`src/rtl/input_conditioner_if.sv`:
```
// Signal bundle between a raw-input source and the input conditioner.
// master drives the raw level and enable; slave returns the conditioned outputs.
interface input_conditioner_if;
    logic       raw_in;
    logic       en;
    logic       level_out;
    logic       rise_pulse;
    logic       fall_pulse;
    logic [7:0] glitch_count;

    modport master (
        output raw_in,
        output en,
        input  level_out,
        input  rise_pulse,
        input  fall_pulse,
        input  glitch_count
    );

    modport slave (
        input  raw_in,
        input  en,
        output level_out,
        output rise_pulse,
        output fall_pulse,
        output glitch_count
    );
endinterface

```
`src/rtl/input_conditioner.sv`:
```
// Synchronizer plus debounce FSM producing a clean level, edge pulses and a glitch counter.
// Define INPUT_COND_GLITCH_CNT_EN to build the saturating glitch counter; otherwise it reads 0.
module input_conditioner #(
    parameter int DEBOUNCE_CYCLES = 4,
    parameter int CNT_W           = 8
) (
    input logic              CLK,
    input logic              RST,
    input_conditioner_if.slave cond
);

    typedef enum logic [1:0] {
        S_LOW  = 2'd0,
        C_HIGH = 2'd1,
        S_HIGH = 2'd2,
        C_LOW  = 2'd3
    } state_t;

    localparam logic [CNT_W-1:0] CNT_LAST = CNT_W'(DEBOUNCE_CYCLES - 1);
    localparam logic [CNT_W-1:0] CNT_ONE  = CNT_W'(1);

    if (DEBOUNCE_CYCLES < 2 || DEBOUNCE_CYCLES > 255 || (2 ** CNT_W) <= DEBOUNCE_CYCLES) begin : g_bad_param
        $error("input_conditioner: illegal DEBOUNCE_CYCLES/CNT_W combination");
    end

    logic             sync1;
    logic             sync_q;
    state_t           state_q;
    state_t           state_d;
    logic [CNT_W-1:0] cnt_q;
    logic [CNT_W-1:0] cnt_d;
    logic             level_q;
    logic             level_d;
    logic             rise_q;
    logic             rise_d;
    logic             fall_q;
    logic             fall_d;

    // Two-flop synchronizer, free-running regardless of enable
    always_ff @(posedge CLK or posedge RST) begin
        if (RST) begin
            sync1  <= 1'b0;
            sync_q <= 1'b0;
        end else begin
            sync1  <= cond.raw_in;
            sync_q <= sync1;
        end
    end

    // State register, with the registered outputs derived from the next state
    always_ff @(posedge CLK or posedge RST) begin
        if (RST) begin
            state_q <= S_LOW;
            cnt_q   <= '0;
            level_q <= 1'b0;
            rise_q  <= 1'b0;
            fall_q  <= 1'b0;
        end else begin
            state_q <= state_d;
            cnt_q   <= cnt_d;
            level_q <= level_d;
            rise_q  <= rise_d;
            fall_q  <= fall_d;
        end
    end

    always_comb begin
        state_d = state_q;
        cnt_d   = cnt_q;
        if (cond.en) begin
            case (state_q)
                S_LOW: begin
                    if (sync_q) begin
                        state_d = C_HIGH;
                        cnt_d   = CNT_ONE;
                    end
                end
                C_HIGH: begin
                    if (!sync_q) begin
                        state_d = S_LOW;
                        cnt_d   = '0;
                    end else if (cnt_q == CNT_LAST) begin
                        state_d = S_HIGH;
                        cnt_d   = '0;
                    end else begin
                        cnt_d = cnt_q + 1'b1;
                    end
                end
                S_HIGH: begin
                    if (!sync_q) begin
                        state_d = C_LOW;
                        cnt_d   = CNT_ONE;
                    end
                end
                C_LOW: begin
                    if (sync_q) begin
                        state_d = S_HIGH;
                        cnt_d   = '0;
                    end else if (cnt_q == CNT_LAST) begin
                        state_d = S_LOW;
                        cnt_d   = '0;
                    end else begin
                        cnt_d = cnt_q + 1'b1;
                    end
                end
                default: begin
                    state_d = S_LOW;
                    cnt_d   = '0;
                end
            endcase
        end
    end

    // Pulses fire only on a confirmed transition, which can happen only while enabled
    always_comb begin
        level_d = (state_d == S_HIGH) || (state_d == C_LOW);
        rise_d  = cond.en && (state_q == C_HIGH) && (state_d == S_HIGH);
        fall_d  = cond.en && (state_q == C_LOW)  && (state_d == S_LOW);
    end

    assign cond.level_out  = level_q;
    assign cond.rise_pulse = rise_q;
    assign cond.fall_pulse = fall_q;

`ifdef INPUT_COND_GLITCH_CNT_EN
    logic [7:0] glitch_q;
    logic       glitch_evt;

    function automatic logic [7:0] sat_inc(input logic [7:0] v);
        return (v == 8'hFF) ? v : v + 8'd1;
    endfunction

    // An aborted confirmation is a return from a confirming state to the settled one
    assign glitch_evt = cond.en && (((state_q == C_HIGH) && !sync_q) ||
                                    ((state_q == C_LOW)  &&  sync_q));

    always_ff @(posedge CLK or posedge RST) begin
        if (RST) begin
            glitch_q <= 8'd0;
        end else if (glitch_evt) begin
            glitch_q <= sat_inc(glitch_q);
        end
    end

    assign cond.glitch_count = glitch_q;
`else
    assign cond.glitch_count = 8'd0;
`endif

endmodule

```
`src/flat_wrapper.sv`:
```
// flat-port wrapper written by rule: the top's interface ports become plain ports
module input_conditioner_flat 
#(
    parameter int DEBOUNCE_CYCLES = 4,
    parameter int CNT_W           = 8
)
  (CLK, RST, cond_raw_in, cond_en, cond_level_out, cond_rise_pulse, cond_fall_pulse, cond_glitch_count);
  input_conditioner_if cond_i ();
  input logic CLK;
  input logic RST;
  input wire logic [$bits(cond_i.raw_in)-1:0] cond_raw_in;
  input wire logic [$bits(cond_i.en)-1:0] cond_en;
  output wire logic [$bits(cond_i.level_out)-1:0] cond_level_out;
  output wire logic [$bits(cond_i.rise_pulse)-1:0] cond_rise_pulse;
  output wire logic [$bits(cond_i.fall_pulse)-1:0] cond_fall_pulse;
  output wire logic [$bits(cond_i.glitch_count)-1:0] cond_glitch_count;
  assign cond_i.raw_in = cond_raw_in;
  assign cond_i.en = cond_en;
  assign cond_level_out = cond_i.level_out;
  assign cond_rise_pulse = cond_i.rise_pulse;
  assign cond_fall_pulse = cond_i.fall_pulse;
  assign cond_glitch_count = cond_i.glitch_count;
  input_conditioner #(.DEBOUNCE_CYCLES(DEBOUNCE_CYCLES), .CNT_W(CNT_W)) u_core (.CLK(CLK), .RST(RST), .cond(cond_i));
endmodule
```
`config.mk`:
```
export PLATFORM = sky130hd
export DESIGN_NAME = input_conditioner_flat
export DESIGN_NICKNAME = d
export VERILOG_FILES = /design/src/rtl/input_conditioner_if.sv /design/src/rtl/input_conditioner.sv /design/src/flat_wrapper.sv
export SDC_FILE = /design/constraint.sdc
export NUM_CORES = 1
export LEC_CHECK = 0
export ABC_CLOCK_PERIOD_IN_PS = 1900
export BUFFER_PORTS_ARGS = -buffer_cell sky130_fd_sc_hd__buf_2
export CORE_MARGIN = 2
export CORE_UTILIZATION = 35
export CTS_CLUSTER_DIAMETER = 60
export CTS_CLUSTER_SIZE = 30
export DETAILED_ROUTE_END_ITERATION = 10
export GPL_TIMING_DRIVEN = 1
export PLACE_DENSITY_LB_ADDON = 0.15
export SYNTH_ARGS = -nofsm -noshare
export SYNTH_HDL_FRONTEND = slang
export SYNTH_SLANG_ARGS = --single-unit
```
`constraint.sdc`:
```
create_clock -name CLK -period 1.9 [get_ports CLK]
set_input_delay 0.57 -clock CLK [delete_from_list [all_inputs] [get_ports CLK]]
set_output_delay 0.57 -clock CLK [all_outputs]
set_load 0.005 [all_outputs]
```
==> flow_metrics.tcl <==
set metrics [dict create \
    drtPass1Iterations 3 \
    clk_transition_reported_paths_ns 0.10 \
    clkLatencyLatePin_ns 0.29 \
    final_cell_area_um2 858 \
    grt_pass1_wl_um 2170 \
    worst_pin_slew_ns 0.573 \
    clock.fmax_ghz 0.643 \
    drt-initial-drc-count 5 \
    synth-edff-count 0 \
    grt.overflow.total 0 \
    final_cell_mix "15 x dfrtp_1, 8 x nor2_1, 8 x conb_1" \
    crit_arrival_ns 1.74 \
    setup.worst_path.start "u_core.cnt_q[1]$_DFFE_PP0P_" \
    cp_endpoint_kind "flip-flop" \
    clk_path_buf_depth 2 \
    timing.clock.skew_ns 0.0128 \
    synth_ff_type "dfrtp_1" \
    ys_warn_count 0 \
    final_critical_path_required_period_ns 1.55 \
    postSynthAreaPerCell_um2 10.9 \
    asyncSetResetFlopFracSynth_pct 100 \
    synth_top_cells_by_area "dfrtp_1 47%, buf_4 9.3%, xor2_1 6.5%" \
    core_region_area_mm2 0.00219 \
    clock_tree_from_tritoncts "built" \
    antenna_found_initial 0 \
    uppermost_routed_layer "met4" \
    routed-wl-met3_um 68 \
    p_total_uw 945 \
    multi_input_area_um2 365 \
    avgRoutedWirePerCell_um 12.0 \
    clock_tree.root_cell "clkbuf_4" \
    final_util_pct 39.2 \
    initial_core_util_pct 36.7 \
    postPlaceCellArea_um2 828 \
    die_width_um 51.9 \
    via_density_per_instance 4.65 \
    hold_buffers 0 \
    grtUsageTotal_pct 11.4 \
    num-fill-cells 212 \
    cp-start-kind "flip-flop" \
    result_of_the_run "completed" \
    maxCapViolCount 0 \
    wl_met1_um 699 \
    synth.cell_area_um2 805 \
    worst_slew_margin_rel_pct 61.8 \
    rsz0062_at_grt "false" \
    area_delta_synth_final_pct 6.69 \
    timing_worst_setup_path_type "reg -> reg" \
    dieHeight_um 51.9 \
    nNetsFinal 88 \
    total_leakage_power_uw 0.000391 \
    cp.required_ns 2.09 \
    wl_um 1320 \
    power-per-cell-area_mw_per_mm2 1100 \
    cts_max_level 1 \
    routabilityCongestion 0.767 \
    timing_max_transition_violations_final 0 \
    post-synth-top-area-cell "dfrtp_1" \
    setup_total_negative_slack_ns 0 \
    regArea_um2 375 \
    worstPathMaxFanout 6 \
    timing_hold_violations_final 0 \
    drt_drc_violations_left 0 \
    timing.final.crit_share_pct 81.8 \
    critical_path.slowest_cell "dfrtp_1" \
    beginning_of_the_worst_register_to_register_path "u_core.cnt_q[1]$_DFFE_PP0P_" \
    cts_sinks 15 \
    synth_seq_area_share_pct 46.7 \
    synth_top_cell_area_share_pct 46.7 \
    cp_cell_sequence "ha_1 > nor4b_2 > nand2_1 > a31oi_4 > nor2_1" \
    post_synth_inst_count 74 \
    setup_viol 0 \
    routed-wl-met2_um 531 \
    port_buffers 6 \
    fp-row-count 17 \
    die_area_mm2 0.00270 \
    cpPeakStageDelay_ns 0.38 \
    cts_inserted_buffers 3 \
    post_cts_setup_repair_buffer_count 0 \
    route.vias.total 512 \
    power.ir.vdd_worst_v 0.000683 \
    most_frequent_standard_cell_in_the_layout_excluding_fill_and_tap_cells "dfrtp_1" \
    ys_ff_latch 15 \
    antenna_cells 0 \
    hold_path.class "in -> async" \
    number_of_gates_given_a_new_drive_strength_after_cts 0 \
    yosysUniqueCellTypes 28 \
    grt_pass1_vias 455 \
    ioPinCount 15 \
    place.detailed.hpwl_um 941 \
    final_layout_size_suffix_gt1_share_pct 20.7 \
    postRouteAntennaNets 0 \
    grt_max_degree 16 \
]
## final timing paths
check	end	slack (ns)	cells past startpoint
max	u_core.cnt_q[4]$_DFFE_PP0P_	0.35	5
min in group CLK	u_core.sync_q$_DFF_PP0_	0.37	0
min	u_core.state_q[1]$_DFF_PP0_	0.31	2
min reg2reg	u_core.sync_q$_DFF_PP0_	0.37	0
max in group asynchronous	u_core.state_q[0]$_DFF_PP0_	1.20	2
max reg2reg	u_core.cnt_q[4]$_DFFE_PP0P_	0.35	5
## final cells by class
cell class,count,area share [%]
clock buffers,3,2.62
clock inverters,1,0.875
inverters,2,0.875
multi-input cells,53,42.6
flip-flops and latches,15,43.7
well taps,28,4.08
repair buffers,8,5.25
## flip-flops by register name, summed over array words and instances, names as in the netlist
register and count:
u_core.cnt_q 8, u_core.cond.fall_pulse 1, u_core.cond.level_out 1, u_core.cond.rise_pulse 1, u_core.state_q 2, u_core.sync1 1
u_core.sync_q 1
## power breakdown
part | switching, µW | leakage [µW] | internal (µW)
clock | 112 | 0.0000139 | 80.1
sequential | 92.1 | 0.000198 | 380
combinational | 158 | 0.000179 | 122
total | 362 | 0.000391 | 583
## Yosys cell counts, types with 2 or more instances
master      n
and4_1      3
buf_4      10
dfrtp_1    15
inv_1       2
mux2_1      2
nand2_1     3
nor2_1      8
nor3b_1     2
o2111ai_1   2
o211ai_1    2
o21ai_1     3
xor2_1      6
## cells by family (layout without fill, tap and decap cells)
family,count (synthesis),after routing,share of synthesized area (%)
other,1,8,0.466
AND/OR/NAND/NOR,22,22,16.5
XOR/XNOR,6,6,6.53
adder cells (fa/ha/maj),1,1,1.55
flip-flops,15,15,46.7
buffers and inverters,13,14,11.2
multiplexers,3,3,4.04
AO/OA/AOI/OAI,13,13,13.1
## routing by layer
| metal | up-vias | track usage (%) |
|---|---|---|
| li1 | 260 | - |
| met1 | 238 | 16.1 |
| met2 | 12 | 15.0 |
| met3 | 2 | 5.17 |
| met4 | 0 | 3.95 |
| met5 | - | 0 |
## worst max-delay path: cells and delay by family, from the launching register on
family	cells	cell delay (ns)
AND/OR/NAND/NOR	3	0.57
adder cells (fa/ha/maj)	1	0.20
flip-flops	1	0.38
AO/OA/AOI/OAI	1	0.29
## metrics by stage
step | setup slack, ns | hold WS (ns) | std cells
after global routing | 0.182 | 0.357 | 110
after global placement | 0.356 | 0.333 | 106
after detailed placement | 0.340 | 0.348 | 106
after floorplan | 0.509 | 0.331 | 81
final | 0.346 | 0.309 | 110
after CTS | 0.324 | 0.335 | 110
(Power assumes the default switching activity.)
